## config.mk

```make
export PLATFORM = sky130hd
export DESIGN_NAME = fir_sample_ingress
export DESIGN_NICKNAME = d
export VERILOG_FILES = /design/src/rtl/fir_pkg.sv /design/src/rtl/fir_sync_fifo.sv /design/src/rtl/fir_sample_ingress.sv
export SDC_FILE = /design/constraint.sdc
export NUM_CORES = 1
export LEC_CHECK = 0
export CAP_MARGIN = 10
export CORE_MARGIN = 4
export CORE_UTILIZATION = 36
export CTS_CLUSTER_DIAMETER = 40
export CTS_CLUSTER_SIZE = 12
export DETAILED_ROUTE_END_ITERATION = 16
export HOLD_SLACK_MARGIN = 0.12
export SLEW_MARGIN = 5
export SYNTH_ARGS = -nofsm -noshare
export SYNTH_HDL_FRONTEND = slang
export SYNTH_SLANG_ARGS = --single-unit
```

## constraint.sdc

```tcl
create_clock -name clk -period 3.44 [get_ports clk]
set_clock_uncertainty 0.15 [all_clocks]
set_input_delay 0.516 -clock clk [delete_from_list [all_inputs] [get_ports clk]]
set_output_delay 0.516 -clock clk [all_outputs]
set_load 0.01 [all_outputs]
```

## src/rtl/fir_pkg.sv

```systemverilog
// Shared FIR definitions: sample widths, the sample type and a pointer-width helper.
package fir_pkg;

  localparam int FIR_IN_W  = 6;
  localparam int FIR_OUT_W = 8;

  typedef logic [FIR_IN_W-1:0] fir_sample_t;

  // Pointer width for a power-of-two FIFO: one extra MSB separates full from empty.
  function automatic int fifo_ptr_w(input int depth);
    return $clog2(depth) + 1;
  endfunction

endpackage

```

## src/rtl/fir_sync_fifo.sv

```systemverilog
// Generic DEPTH x DATA_W synchronous FIFO.
// Read data is zero while empty. A push into a full FIFO is accepted only when a
// pop happens in the same cycle. The pointers carry one extra MSB and wrap modulo 2*DEPTH.
module fir_sync_fifo
  import fir_pkg::*;
#(
  parameter int DATA_W = FIR_IN_W,
  parameter int DEPTH  = 4
) (
  input  logic                     clk,
  input  logic                     rst_n,
  input  logic                     i_push,
  input  logic                     i_pop,
  input  logic [DATA_W-1:0]        i_wdata,
  output logic [DATA_W-1:0]        o_rdata,
  output logic                     o_full,
  output logic                     o_empty,
  output logic [$clog2(DEPTH):0]   o_level
);

  localparam int PTR_W = fifo_ptr_w(DEPTH);
  localparam int IDX_W = PTR_W - 1;
  localparam logic [PTR_W-1:0] FULL_LVL = PTR_W'(DEPTH);

  logic [DATA_W-1:0] r_mem [DEPTH];
  logic [PTR_W-1:0]  r_wptr;
  logic [PTR_W-1:0]  r_rptr;
  logic [PTR_W-1:0]  w_level;
  logic              w_wr_en;
  logic              w_rd_en;

  assign w_level = r_wptr - r_rptr;
  assign o_empty = (w_level == '0);
  assign o_full  = (w_level == FULL_LVL);
  assign o_level = w_level;
  assign w_rd_en = i_pop & ~o_empty;
  // When full, the slot being written is the one leaving through the pop in this cycle.
  assign w_wr_en = i_push & (~o_full | w_rd_en);
  assign o_rdata = o_empty ? '0 : r_mem[r_rptr[IDX_W-1:0]];

  // Read and write pointers
  always_ff @(posedge clk or negedge rst_n) begin
    if (!rst_n) begin
      r_wptr <= '0;
      r_rptr <= '0;
    end else begin
      if (w_wr_en) r_wptr <= r_wptr + 1'b1;
      if (w_rd_en) r_rptr <= r_rptr + 1'b1;
    end
  end

  // Storage array
  always_ff @(posedge clk or negedge rst_n) begin
    if (!rst_n) begin
      for (int unsigned i = 0; i < DEPTH; i++) r_mem[i] <= '0;
    end else if (w_wr_en) begin
      r_mem[r_wptr[IDX_W-1:0]] <= i_wdata;
    end
  end

endmodule

```

## src/rtl/fir_sample_ingress.sv

```systemverilog
// Pin-side ingress for the FIR: synchronises the sample and strobe pins, turns each
// strobe rising edge into one FIFO push, and presents the FIFO head as an
// AXI-stream master. Optional drop counter: define FIR_INGRESS_OVF_CNT_EN.
module fir_sample_ingress
  import fir_pkg::*;
#(
  parameter int DATA_W      = FIR_IN_W,
  parameter int DEPTH       = 4,
  parameter int SYNC_STAGES = 2
) (
  input  logic                   clk,
  input  logic                   rst_n,
  input  logic [DATA_W-1:0]      pin_data,
  input  logic                   pin_strobe,
  input  logic                   clr_ovf,
  output logic [DATA_W-1:0]      m_axis_tdata,
  output logic                   m_axis_tvalid,
  input  logic                   m_axis_tready,
  output logic [$clog2(DEPTH):0] level,
  output logic                   overflow,
  output logic [7:0]             ovf_count
);

  logic [DATA_W-1:0]      r_data_sync [SYNC_STAGES];
  logic [SYNC_STAGES-1:0] r_strb_sync;
  logic                   r_strb_d;
  logic                   r_overflow;
  logic                   w_push;
  logic                   w_pop;
  logic                   w_full;
  logic                   w_empty;
  logic                   w_drop;
  logic [DATA_W-1:0]      w_sample;

  // Synchroniser chains for data and strobe (same depth keeps them aligned), plus the strobe history flop
  always_ff @(posedge clk or negedge rst_n) begin
    if (!rst_n) begin
      for (int unsigned i = 0; i < SYNC_STAGES; i++) r_data_sync[i] <= '0;
      r_strb_sync <= '0;
      r_strb_d    <= 1'b0;
    end else begin
      r_data_sync[0] <= pin_data;
      for (int unsigned i = 1; i < SYNC_STAGES; i++) r_data_sync[i] <= r_data_sync[i-1];
      r_strb_sync <= {r_strb_sync[SYNC_STAGES-2:0], pin_strobe};
      r_strb_d    <= r_strb_sync[SYNC_STAGES-1];
    end
  end

  assign w_push   = r_strb_sync[SYNC_STAGES-1] & ~r_strb_d;
  assign w_sample = r_data_sync[SYNC_STAGES-1];
  assign m_axis_tvalid = ~w_empty;
  assign w_pop    = m_axis_tvalid & m_axis_tready;
  assign w_drop   = w_push & w_full & ~w_pop;

  fir_sync_fifo #(
    .DATA_W (DATA_W),
    .DEPTH  (DEPTH)
  ) u_fifo (
    .clk     (clk),
    .rst_n   (rst_n),
    .i_push  (w_push),
    .i_pop   (w_pop),
    .i_wdata (w_sample),
    .o_rdata (m_axis_tdata),
    .o_full  (w_full),
    .o_empty (w_empty),
    .o_level (level)
  );

  // Sticky overflow flag; a drop in the same cycle as a clear wins
  always_ff @(posedge clk or negedge rst_n) begin
    if (!rst_n)       r_overflow <= 1'b0;
    else if (w_drop)  r_overflow <= 1'b1;
    else if (clr_ovf) r_overflow <= 1'b0;
  end

  assign overflow = r_overflow;

`ifdef FIR_INGRESS_OVF_CNT_EN
  logic [7:0] r_ovf_count;

  // Saturating drop counter; a drop during a clear restarts the count at 1
  always_ff @(posedge clk or negedge rst_n) begin
    if (!rst_n) begin
      r_ovf_count <= '0;
    end else if (w_drop) begin
      if (clr_ovf)                r_ovf_count <= 8'd1;
      else if (r_ovf_count != '1) r_ovf_count <= r_ovf_count + 8'd1;
    end else if (clr_ovf) begin
      r_ovf_count <= '0;
    end
  end

  assign ovf_count = r_ovf_count;
`else
  assign ovf_count = '0;
`endif

endmodule

```

==> results of run 1 <==
## critical path, stage by stage, from the launching register on
cell and delay (ns):
dfrtp_1 0.35, inv_1 0.07, ha_1 0.19, fa_1 0.41, xnor3_2 0.26, inv_2 0.12, nor3_4 0.05, buf_4 0.17
nor2b_1 0.16, clkdlybuf4s50_1 0.56
## metal layers
layer,wire length (um),up-vias
met5,0,-
met2,1760,34
met4,25,0
li1,-,493
met1,1620,566
met3,189,4
## worst min path at each step
stage	start	to	slack [ns]	cells after the start
4_1_cts	r_data_sync[11]	w_sample[5]	0.20	0
6_report	r_data_sync[11]	w_sample[5]	0.20	0
2_1_floorplan	rst_n	overflow	0.07	0
3_3_place_gp	r_data_sync[7]	w_sample[1]	0.18	0
5_1_grt	r_strb_sync[0]	r_strb_sync[1]	0.21	0
3_5_place_dp	r_strb_sync[0]	r_strb_sync[1]	0.19	0
## layout make-up
type | instances | area share
inverter | 7 | 0.0109
clock buffer | 7 | 0.0357
timing repair buffer | 25 | 0.0974
multi-input combinational | 73 | 0.340
clock inverter | 1 | 0.00207
sequential | 46 | 0.477
tap | 72 | 0.0373
## state kept, by name, indices dropped and copies added, names as in the netlist
| register | count |
|---|---|
| u_fifo.r_mem | 24 |
| r_data_sync | 6 |
| w_sample | 6 |
| u_fifo.r_rptr | 3 |
| u_fifo.r_wptr | 3 |
| r_strb_sync | 2 |
| overflow | 1 |
| r_strb_d | 1 |
## power by group through the flow
stage / clock network, mW / registers, mW / logic [mW]
floorplan: 0 / 0.822 / 0.889
global placement: 0 / 0.861 / 1.35
detailed placement: 0 / 0.873 / 1.38
CTS: 0.351 / 0.862 / 1.42
global route: 0.372 / 0.887 / 1.53
finish: 0.338 / 0.857 / 1.43
## stage by stage
step | utilization | setup WS (ns) | instances
2_1_floorplan | - | 0.819 | 136
3_3_place_gp | 0.418 | 0.356 | 221
3_5_place_dp | 0.418 | 0.266 | 221
4_1_cts | 0.436 | 0.0857 | 229
5_1_grt | 0.439 | 0.00922 | 231
6_report | 0.439 | 0.133 | 231
## layout by cell type (no fill, tap or decap), drive strengths merged
| cell type | n |
|---|---|
| o211ai | 4 |
| nand3b | 1 |
| clkdlybuf4s50 | 20 |
| dfrtp | 46 |
| mux2 | 26 |
| xnor3 | 1 |
| inv | 7 |
| clkinv | 1 |
| o31ai | 1 |
| buf | 5 |
| a22o | 1 |
| conb | 8 |
| a211o | 1 |
| mux4 | 6 |
| clkbuf | 7 |
| nor3 | 1 |
| fa | 1 |
| nor4 | 1 |
| ha | 6 |
| nand2 | 1 |
| o21ai | 1 |
| nor2 | 1 |
| nor2b | 7 |
| xnor2 | 4 |
| a211oi | 1 |
## what timing repair did
action                                  CTS  global route
setup buffers                             0             2
endpoints found under the setup margin    7             6
endpoints found under the hold margin     0             0
hold buffers                              0             0
pin swaps                                 0             1
gates resized for setup                   1             1
## kinds of logic after synthesis
group,synth area share
compound gates,0.0628
xor+xnor,0.0289
fa+ha+maj,0.0468
buf+inv,0.0461
flops,0.566
mux,0.210
other cells,0.00184
simple gates,0.0369
==> run_summary.xml, run 1 <==
<?xml version="1.0" encoding="UTF-8"?>
<metrics>
  <group name="hold_path">
    <metric name="hold_class" unit="">flip-flop to flip-flop</metric>
  </group>
  <group name="synthesis">
    <metric name="yosys_register_bits" unit="">46</metric>
    <metric name="ys.flop_type" unit="">dfrtp_1</metric>
    <metric name="synth_enable_flop_cells" unit="">0</metric>
    <metric name="syn_area_per_cell" unit="um2">15.8</metric>
    <metric name="yosys.cell_count.top_type" unit="">dfrtp_1</metric>
    <metric name="synth_top_cells_by_count" unit="">46 x dfrtp_1, 26 x mux2_2, 8 x buf_4</metric>
    <metric name="synth.lib_cells_used.distinct" unit="">25</metric>
    <metric name="post_synth_top_area_cell" unit="">dfrtp_1</metric>
    <metric name="synth_top_area_share" unit="">0.566</metric>
    <metric name="syn-instance-count" unit="">129</metric>
    <metric name="postSynth.asyncResetShare" unit="">1.00</metric>
    <metric name="synthesis.yosys.warnings" unit="">0</metric>
    <metric name="synth_top_cells_by_area" unit="">dfrtp_1 57%, mux2_2 14%, mux4_2 6.6%</metric>
    <metric name="seq_area_frac_synth" unit="">0.566</metric>
    <metric name="mappedNetlistArea" unit="um2">2030</metric>
  </group>
  <group name="pwr">
    <metric name="sequentialPowerShare" unit="">0.327</metric>
    <metric name="static-leakage-power" unit="nW">1.05</metric>
    <metric name="switching_share" unit="">0.363</metric>
    <metric name="total_switching_power" unit="mW">0.951</metric>
    <metric name="vdd_ir_drop_max" unit="mV">0.636</metric>
    <metric name="p_int" unit="mW">1.67</metric>
    <metric name="power_per_cell_area" unit="nW/um2">1080</metric>
    <metric name="comb_pwr_share" unit="">0.544</metric>
    <metric name="portion_of_total_power_attributed_to_the_clock_network" unit="">0.129</metric>
    <metric name="sum_of_internal_switching_and_leakage_power" unit="mW">2.62</metric>
  </group>
  <group name="drt">
    <metric name="vias_per_cell" unit="">4.75</metric>
    <metric name="drt-pass1-iter-count" unit="">4</metric>
    <metric name="drt-total-wl" unit="um">3590</metric>
    <metric name="number_of_nets_with_antenna_violations_after_detailed_routing" unit="">0</metric>
    <metric name="initialDrtViolationCount" unit="">13</metric>
    <metric name="route.detailed.drc" unit="">0</metric>
    <metric name="vias" unit="">1097</metric>
    <metric name="drt-wirelength-per-cell" unit="um">15.5</metric>
  </group>
  <group name="cells_and_area">
    <metric name="n_diodes" unit="">0</metric>
    <metric name="fillers" unit="">494</metric>
    <metric name="area_growth_syn_to_layout" unit="%">18.8</metric>
    <metric name="drive_gt1_frac" unit="">0.333</metric>
    <metric name="final_area" unit="um2">2420</metric>
    <metric name="multiInputGateArea" unit="um2">821</metric>
    <metric name="area.sequential" unit="um2">1150</metric>
    <metric name="design.final.nets" unit="">176</metric>
  </group>
  <group name="global_routing">
    <metric name="grt.busiest_layer" unit="">met2</metric>
    <metric name="global_route.usage.met1" unit="">0.137</metric>
    <metric name="grt_pass1_wl" unit="um">5960</metric>
    <metric name="pin_count_of_the_biggest_net_entering_global_routing" unit="">47</metric>
    <metric name="number_of_antenna_violations_at_the_first_check_in_global_routing" unit="">0</metric>
    <metric name="grtUsageMet2" unit="">0.182</metric>
    <metric name="groute.usage.overall" unit="">0.111</metric>
    <metric name="grt_overflow_total" unit="">0</metric>
    <metric name="met3_usage" unit="">0.0387</metric>
    <metric name="grt_pass1_vias" unit="">1201</metric>
  </group>
  <group name="critical_path">
    <metric name="end_kind" unit="">output port</metric>
    <metric name="path_max_fanout" unit="">7</metric>
    <metric name="crit-reg2reg-launch" unit="">u_fifo.r_wptr[0]</metric>
    <metric name="ff2ff_path_depth" unit="">6</metric>
    <metric name="critPathRequiredTime" unit="ns">2.77</metric>
    <metric name="crit-reg2reg-capture" unit="">u_fifo.r_mem[2]</metric>
    <metric name="reg2reg_setup_slack" unit="ns">0.79</metric>
    <metric name="worst_setup_path_endpoint" unit="">m_axis_tdata[2]</metric>
    <metric name="crit_path_start" unit="">u_fifo.r_wptr[0]</metric>
    <metric name="setup.worst_path.start_class" unit="">flip-flop</metric>
    <metric name="timing.critical_path.arrival" unit="ns">2.64</metric>
    <metric name="timing_worst_setup_path_type" unit="">flip-flop to output port</metric>
  </group>
  <group name="placed_design">
    <metric name="detailed_place_hpwl" unit="um">2450</metric>
    <metric name="numPortBuffers" unit="">21</metric>
    <metric name="place_area" unit="um2">2300</metric>
    <metric name="gpl.final_weighted_congestion" unit="">0.768</metric>
  </group>
  <group name="floorplanning">
    <metric name="initial_utilization" unit="">0.369</metric>
    <metric name="core.rowCount" unit="">27</metric>
    <metric name="core_area" unit="um2">5510</metric>
    <metric name="dieWidth" unit="um">83.2</metric>
    <metric name="dieArea" unit="um2">6910</metric>
    <metric name="io_pins" unit="">30</metric>
    <metric name="die_h" unit="um">83.2</metric>
  </group>
  <group name="cts">
    <metric name="clk_pin_slew" unit="ns">0.09</metric>
    <metric name="clockRootBuffer" unit="">clkbuf_8</metric>
    <metric name="insertion_delay" unit="ns">0.29</metric>
    <metric name="cts_buffers" unit="">5</metric>
    <metric name="cts_num_sinks" unit="">46</metric>
    <metric name="max-clock-path-buffers" unit="">2</metric>
    <metric name="cts_tree" unit="">yes</metric>
    <metric name="htree_levels" unit="">2</metric>
  </group>
  <group name="sta">
    <metric name="fmaxAchievable" unit="MHz">302</metric>
    <metric name="tightest_slew" unit="ns">1.04</metric>
    <metric name="post-route-period-util" unit="">0.961</metric>
    <metric name="hold-worst-slack" unit="ns">0.197</metric>
    <metric name="rsz0062_at_grt" unit="">false</metric>
    <metric name="final_period_minus_worst_setup_slack" unit="ns">3.31</metric>
    <metric name="timing.slew.headroom" unit="">0.310</metric>
    <metric name="final-max-slew-violation-count" unit="">0</metric>
    <metric name="hold_viol_final" unit="">0</metric>
    <metric name="fin_setup_tns" unit="ns">0</metric>
    <metric name="timing.final.setup_violations" unit="">0</metric>
  </group>
  <group name="job">
    <metric name="maxCapViolCount" unit="">0</metric>
  </group>
  <group name="outcome">
    <metric name="run_status" unit="">completed</metric>
  </group>
</metrics>
No activity file was read; power rests on OpenSTA's default activity.
==> run 2, diff against run 1 <==
CORE_ASPECT_RATIO = 1.4   (was unset)
==> run_summary.xml, run 2 (synthesized netlist as in run 1, its figures left out) <==
<?xml version="1.0" encoding="UTF-8"?>
<metrics>
  <group name="outcome">
    <metric name="run_status" unit="">completed</metric>
  </group>
  <group name="drt">
    <metric name="initialDrtViolationCount" unit="">21</metric>
    <metric name="vias" unit="">1075</metric>
    <metric name="routed.top_layer" unit="">met4</metric>
    <metric name="vias_per_cell" unit="">4.76</metric>
    <metric name="routed-wl-met3" unit="um">135</metric>
    <metric name="drt-pass1-iter-count" unit="">4</metric>
    <metric name="drt-total-wl" unit="um">3610</metric>
    <metric name="drt-wirelength-per-cell" unit="um">16.0</metric>
    <metric name="met2_wirelength" unit="um">1970</metric>
    <metric name="number_of_nets_with_antenna_violations_after_detailed_routing" unit="">0</metric>
    <metric name="m1WireLength" unit="um">1420</metric>
    <metric name="route.detailed.drc" unit="">0</metric>
  </group>
  <group name="sta">
    <metric name="timing.final.setup_violations" unit="">0</metric>
    <metric name="fin_setup_tns" unit="ns">0</metric>
    <metric name="fmaxAchievable" unit="MHz">300</metric>
    <metric name="tightest_slew" unit="ns">1.01</metric>
    <metric name="final_period_minus_worst_setup_slack" unit="ns">3.33</metric>
    <metric name="rsz0062_at_grt" unit="">false</metric>
    <metric name="hold_viol_final" unit="">0</metric>
    <metric name="timing.slew.headroom" unit="">0.328</metric>
    <metric name="post-route-period-util" unit="">0.968</metric>
    <metric name="final-max-slew-violation-count" unit="">0</metric>
  </group>
  <group name="pwr">
    <metric name="portion_of_total_power_attributed_to_the_clock_network" unit="">0.115</metric>
    <metric name="power_per_cell_area" unit="nW/um2">1090</metric>
    <metric name="switching_share" unit="">0.363</metric>
    <metric name="static-leakage-power" unit="nW">1.05</metric>
    <metric name="sequentialPowerShare" unit="">0.327</metric>
    <metric name="comb_pwr_share" unit="">0.558</metric>
    <metric name="vdd_ir_drop_max" unit="mV">0.370</metric>
    <metric name="p_int" unit="mW">1.67</metric>
    <metric name="total_switching_power" unit="mW">0.954</metric>
  </group>
  <group name="floorplanning">
    <metric name="dieArea" unit="um2">6930</metric>
    <metric name="io_pins" unit="">30</metric>
    <metric name="core_area" unit="um2">5490</metric>
    <metric name="dieWidth" unit="um">71.5</metric>
    <metric name="die_h" unit="um">96.9</metric>
    <metric name="initial_utilization" unit="">0.371</metric>
    <metric name="core.rowCount" unit="">32</metric>
  </group>
  <group name="cells_and_area">
    <metric name="top_register" unit="">u_fifo.r_mem</metric>
    <metric name="fillers" unit="">503</metric>
    <metric name="area.sequential" unit="um2">1150</metric>
    <metric name="multiInputGateArea" unit="um2">821</metric>
    <metric name="drive_gt1_frac" unit="">0.323</metric>
    <metric name="finish.utilization" unit="">0.440</metric>
    <metric name="final_cell_mix" unit="">46 x dfrtp_1, 26 x mux2_2, 19 x clkdlybuf4s50_1</metric>
    <metric name="design.final.nets" unit="">176</metric>
    <metric name="layout_commonest_cell" unit="">dfrtp_1</metric>
    <metric name="area_growth_syn_to_layout" unit="%">18.7</metric>
    <metric name="n_diodes" unit="">0</metric>
    <metric name="largest_register_ff_count" unit="">24</metric>
  </group>
  <group name="critical_path">
    <metric name="crit_slowest_cell" unit="">clkdlybuf4s50_1</metric>
    <metric name="crit_path_start" unit="">u_fifo.r_wptr[0]</metric>
    <metric name="end_kind" unit="">output port</metric>
    <metric name="timing.critical_path.slowest_cell_delay" unit="ns">0.55</metric>
    <metric name="reg2reg_setup_slack" unit="ns">0.66</metric>
    <metric name="critPathRequiredTime" unit="ns">2.77</metric>
    <metric name="worstPathBufferInverterCount" unit="">4</metric>
    <metric name="critical-path-top-delay-family" unit="">buffers and inverters</metric>
    <metric name="setup.worst_path.start_class" unit="">flip-flop</metric>
    <metric name="timing_worst_setup_path_type" unit="">flip-flop to output port</metric>
    <metric name="crit-reg2reg-launch" unit="">u_fifo.r_wptr[0]</metric>
    <metric name="ff2ff_path_depth" unit="">6</metric>
    <metric name="critical_path_cell_list" unit="">inv_1, ha_1, fa_1, xnor3_2, inv_2, nor3_4, buf_12, nor2b_1, clkdlybuf4s50_1</metric>
    <metric name="path_max_fanout" unit="">7</metric>
    <metric name="timing.critical_path.arrival" unit="ns">2.67</metric>
    <metric name="crit-reg2reg-capture" unit="">u_fifo.r_mem[3]</metric>
    <metric name="worst_setup_path_endpoint" unit="">m_axis_tdata[4]</metric>
    <metric name="number_of_gates_on_the_worst_path_with_buffers_counted" unit="">9</metric>
  </group>
  <group name="global_routing">
    <metric name="grt_pass1_vias" unit="">1213</metric>
    <metric name="grt_overflow_total" unit="">0</metric>
    <metric name="pin_count_of_the_biggest_net_entering_global_routing" unit="">47</metric>
    <metric name="number_of_antenna_violations_at_the_first_check_in_global_routing" unit="">0</metric>
    <metric name="grt_pass1_wl" unit="um">6020</metric>
    <metric name="groute.usage.overall" unit="">0.113</metric>
  </group>
  <group name="cts">
    <metric name="htree_levels" unit="">2</metric>
    <metric name="clk_pin_slew" unit="ns">0.08</metric>
    <metric name="cts_buffers" unit="">5</metric>
    <metric name="cts_tree" unit="">yes</metric>
    <metric name="insertion_delay" unit="ns">0.29</metric>
    <metric name="clockRootBuffer" unit="">clkbuf_8</metric>
    <metric name="cts_num_sinks" unit="">46</metric>
    <metric name="max-clock-path-buffers" unit="">2</metric>
  </group>
  <group name="job">
    <metric name="maxCapViolCount" unit="">0</metric>
  </group>
  <group name="placed_design">
    <metric name="detailed_place_hpwl" unit="um">2580</metric>
    <metric name="gpl.final_weighted_congestion" unit="">0.760</metric>
    <metric name="numPortBuffers" unit="">21</metric>
  </group>
  <group name="hold_path">
    <metric name="hold_class" unit="">flip-flop to flip-flop</metric>
    <metric name="holdPathStages" unit="">0</metric>
  </group>
</metrics>
## run 2: per-stage QoR
step           hold slack (ns)  setup slack (ns)  power, mW  std cells  area [um2]
3_3_place_gp             0.182             0.260       2.21        217        2300
2_1_floorplan           0.0704             0.819       1.71        136        2060
3_5_place_dp             0.186             0.194       2.27        217        2300
6_report                 0.201             0.108       2.63        226        2410
4_1_cts                  0.205            0.0391       2.61        224        2380
5_1_grt                  0.208           0.00116       2.82        226        2410
## run 2: power by group through the flow
stage	Sequential, mW	Combinational, mW	Clock [mW]
finish	0.859	1.47	0.301
global route	0.886	1.59	0.342
CTS	0.863	1.43	0.320
floorplan	0.822	0.889	0
detailed placement	0.874	1.39	0
global placement	0.859	1.35	0
## run 2: worst min path at each step
stage                           endpoint            start  slack, ns
after floorplan                 overflow            rst_n       0.07
after global placement       w_sample[4]  r_data_sync[10]       0.18
after detailed placement  r_strb_sync[1]   r_strb_sync[0]       0.19
after CTS                 r_strb_sync[1]   r_strb_sync[0]       0.20
after global routing         w_sample[4]  r_data_sync[10]       0.21
final                     r_strb_sync[1]   r_strb_sync[0]       0.20
## run 2: repair_timing
action,4_1_cts,5_1_grt
setup endpoints to repair,7,7
hold buffers,0,0
buffers inserted,0,2
pin swaps,0,1
resized for setup,1,1
## run 2: routing by layer
metal / track usage / vias to the layer above
met3: 0.0249 / 7
met5: 0 / -
met2: 0.193 / 22
met1: 0.133 / 555
met4: 0.0492 / 0
li1: - / 491
## run 2: worst reg2reg max path, stage by stage, from the launching register on
cell,delay [ns]
dfrtp_1,0.39
inv_1,0.10
ha_1,0.21
fa_1,0.54
nand3b_1,0.38
o211ai_4,0.52
mux2_2,0.39
## run 2: cell type report
cell class / count / share of cell area
tap: 68 / 0.0353
inverter: 7 / 0.0109
timing repair buffer: 25 / 0.104
multi-input combinational: 73 / 0.340
clock buffer: 6 / 0.0301
sequential: 46 / 0.477
clock inverter: 1 / 0.00311
==> run 3, diff against run 2 <==
SYNTH_HIERARCHICAL = 1   (was unset)
==> run_summary.xml, run 3 <==
<?xml version="1.0" encoding="UTF-8"?>
<metrics>
  <group name="outcome">
    <metric name="run_status" unit="">completed</metric>
  </group>
  <group name="synthesis">
    <metric name="yosys.cell_count.top_type" unit="">dfrtp_1</metric>
    <metric name="seq_area_frac_synth" unit="">0.563</metric>
    <metric name="synthesis.yosys.warnings" unit="">6</metric>
    <metric name="synth_compound_gate_area_share" unit="">0.0471</metric>
    <metric name="synth_top_cells_by_count" unit="">46 x dfrtp_1, 26 x mux2_2, 8 x buf_4</metric>
    <metric name="ys.flop_type" unit="">dfrtp_1</metric>
    <metric name="synth_top_area_share" unit="">0.563</metric>
    <metric name="synth.lib_cells_used.distinct" unit="">26</metric>
    <metric name="mappedNetlistArea" unit="um2">2040</metric>
    <metric name="postSynth.asyncResetShare" unit="">1.00</metric>
    <metric name="combinational_family_with_the_most_area_after_synthesis" unit="">multiplexers</metric>
    <metric name="synthXorXnorAreaFrac" unit="">0.0294</metric>
    <metric name="syn_area_per_cell" unit="um2">14.9</metric>
    <metric name="synth_enable_flop_cells" unit="">0</metric>
    <metric name="post_synth_top_area_cell" unit="">dfrtp_1</metric>
    <metric name="post_synth_fa_ha_maj_area_fraction" unit="">0.0465</metric>
    <metric name="synthMuxAreaShare" unit="">0.209</metric>
    <metric name="synth_top_cells_by_area" unit="">dfrtp_1 56%, mux2_2 14%, mux4_2 6.6%</metric>
    <metric name="post_synthesis_simple_gate_area_fraction" unit="">0.0551</metric>
    <metric name="yosys_register_bits" unit="">46</metric>
    <metric name="syn-instance-count" unit="">137</metric>
  </group>
  <group name="global_routing">
    <metric name="grt_pass1_vias" unit="">1254</metric>
    <metric name="grt_pass1_wl" unit="um">6240</metric>
    <metric name="grt_overflow_total" unit="">0</metric>
    <metric name="groute.usage.overall" unit="">0.117</metric>
    <metric name="pin_count_of_the_biggest_net_entering_global_routing" unit="">47</metric>
    <metric name="number_of_antenna_violations_at_the_first_check_in_global_routing" unit="">0</metric>
  </group>
  <group name="floorplanning">
    <metric name="core_area" unit="um2">5530</metric>
    <metric name="core.rowCount" unit="">32</metric>
    <metric name="initial_utilization" unit="">0.370</metric>
    <metric name="io_pins" unit="">30</metric>
    <metric name="die_h" unit="um">97.2</metric>
    <metric name="dieArea" unit="um2">6970</metric>
    <metric name="dieWidth" unit="um">71.7</metric>
  </group>
  <group name="cells_and_area">
    <metric name="fillers" unit="">508</metric>
    <metric name="top_register" unit="">u_fifo/r_mem</metric>
    <metric name="largest_register_ff_count" unit="">24</metric>
    <metric name="final_area" unit="um2">2400</metric>
    <metric name="area_growth_syn_to_layout" unit="%">17.3</metric>
    <metric name="design.final.nets" unit="">182</metric>
    <metric name="n_diodes" unit="">0</metric>
    <metric name="area.sequential" unit="um2">1150</metric>
    <metric name="final_cell_mix" unit="">46 x dfrtp_1, 26 x mux2_2, 20 x clkdlybuf4s50_1</metric>
    <metric name="multiInputGateArea" unit="um2">822</metric>
    <metric name="drive_gt1_frac" unit="">0.297</metric>
    <metric name="layout_commonest_cell" unit="">dfrtp_1</metric>
  </group>
  <group name="sta">
    <metric name="fin_ws" unit="ns">0.182</metric>
    <metric name="timing.slew.headroom" unit="">0.326</metric>
    <metric name="final-max-slew-violation-count" unit="">0</metric>
    <metric name="fin_setup_tns" unit="ns">0</metric>
    <metric name="hold_viol_final" unit="">0</metric>
    <metric name="rsz0062_at_grt" unit="">false</metric>
    <metric name="post-route-period-util" unit="">0.947</metric>
    <metric name="final_period_minus_worst_setup_slack" unit="ns">3.26</metric>
    <metric name="tightest_slew" unit="ns">1.01</metric>
    <metric name="timing.final.setup_violations" unit="">0</metric>
    <metric name="fmaxAchievable" unit="MHz">307</metric>
  </group>
  <group name="drt">
    <metric name="vias" unit="">1088</metric>
    <metric name="vias_per_cell" unit="">4.67</metric>
    <metric name="drt-wirelength-per-cell" unit="um">15.6</metric>
    <metric name="number_of_nets_with_antenna_violations_after_detailed_routing" unit="">0</metric>
    <metric name="route.detailed.drc" unit="">0</metric>
    <metric name="drt-pass1-iter-count" unit="">3</metric>
    <metric name="initialDrtViolationCount" unit="">35</metric>
    <metric name="drt-total-wl" unit="um">3650</metric>
  </group>
  <group name="placed_design">
    <metric name="gpl.final_weighted_congestion" unit="">0.723</metric>
    <metric name="place_area" unit="um2">2310</metric>
    <metric name="pre_cts_slack" unit="ns">0.428</metric>
    <metric name="detailed_place_hpwl" unit="um">2590</metric>
    <metric name="numPortBuffers" unit="">21</metric>
  </group>
  <group name="cts">
    <metric name="cts_num_sinks" unit="">46</metric>
    <metric name="insertion_delay" unit="ns">0.30</metric>
    <metric name="post_cts.resized_instances" unit="">0</metric>
    <metric name="cts-hold-fix-buffers" unit="">0</metric>
    <metric name="clockRootBuffer" unit="">clkbuf_8</metric>
    <metric name="htree_levels" unit="">2</metric>
    <metric name="max-clock-path-buffers" unit="">2</metric>
    <metric name="cts_buffers" unit="">5</metric>
    <metric name="post-cts-setup-buffers" unit="">0</metric>
    <metric name="cts_tree" unit="">yes</metric>
    <metric name="clk_pin_slew" unit="ns">0.08</metric>
  </group>
  <group name="critical_path">
    <metric name="critPathRequiredTime" unit="ns">2.77</metric>
    <metric name="ff2ff_path_depth" unit="">10</metric>
    <metric name="timing.critical_path.arrival" unit="ns">2.59</metric>
    <metric name="setup.worst_path.start_class" unit="">flip-flop</metric>
    <metric name="reg2reg_setup_slack" unit="ns">0.41</metric>
    <metric name="end_kind" unit="">output port</metric>
    <metric name="timing_worst_setup_path_type" unit="">flip-flop to output port</metric>
    <metric name="path_max_fanout" unit="">7</metric>
  </group>
  <group name="pwr">
    <metric name="vdd_ir_drop_max" unit="mV">0.382</metric>
    <metric name="power_per_cell_area" unit="nW/um2">1070</metric>
    <metric name="static-leakage-power" unit="nW">1.04</metric>
    <metric name="sum_of_internal_switching_and_leakage_power" unit="mW">2.57</metric>
  </group>
  <group name="hold_path">
    <metric name="holdPathStages" unit="">0</metric>
    <metric name="hold_class" unit="">flip-flop to flip-flop</metric>
  </group>
  <group name="job">
    <metric name="maxCapViolCount" unit="">0</metric>
  </group>
</metrics>
-- run 3: final cells by class --
class	count	share of cell area
Sequential cell	46	0.480
Multi-Input combinational cell	80	0.343
Timing Repair Buffer	24	0.0949
Tap cell	68	0.0355
Clock buffer	6	0.0303
Inverter	7	0.0110
Clock inverter	2	0.00574
-- run 3: power breakdown --
part | switching [mW] | internal [mW] | leakage, nW
Clock | 0.179 | 0.144 | 0.0452
Sequential | 0.133 | 0.734 | 0.547
Combinational | 0.603 | 0.776 | 0.451
-- run 3: logic make-up (layout without fill, tap and decap cells) --
group | count (synthesis) | after routing
adder cells (fa/ha/maj) | 7 | 7
flip-flops | 46 | 46
buffers and inverters | 18 | 39
AND/OR/NAND/NOR | 20 | 20
XOR/XNOR | 5 | 5
AO/OA/AOI/OAI | 8 | 8
multiplexers | 32 | 32
other | 1 | 8
-- run 3: layer usage --
layer | wire [um] | track usage | up-vias
met3 | 136 | 0.0373 | 4
met1 | 1500 | 0.134 | 559
met2 | 1970 | 0.195 | 20
met5 | 0 | 0 | -
met4 | 46 | 0.0507 | 0
li1 | - | - | 505
-- run 3: worst paths after layout --
path,startpoint,to
max,u_fifo/r_wptr[0],m_axis_tdata[4]
min,r_strb_sync[0],r_strb_sync[1]
min reg2reg,r_strb_sync[0],r_strb_sync[1]
max reg2reg,u_fifo/r_wptr[0],u_fifo/r_wptr[1]
max in group asynchronous,rst_n,u_fifo/r_mem[22]
min in group asynchronous,rst_n,u_fifo/r_mem[1]
-- run 3: critical path, stage by stage, from the launching register on --
cell	delay, ns
dfrtp_1	0.39
inv_1	0.11
ha_1	0.22
fa_1	0.42
xor3_2	0.24
nor2_1	0.06
buf_4	0.16
nor2b_1	0.14
clkdlybuf4s50_1	0.56
-- run 3: metrics by stage --
stage | hold slack, ns | std cells | utilization
floorplan | 0.0704 | 144 | -
global placement | 0.182 | 225 | 0.418
detailed placement | 0.185 | 225 | 0.418
CTS | 0.199 | 233 | 0.434
global route | 0.211 | 233 | 0.434
finish | 0.196 | 233 | 0.434
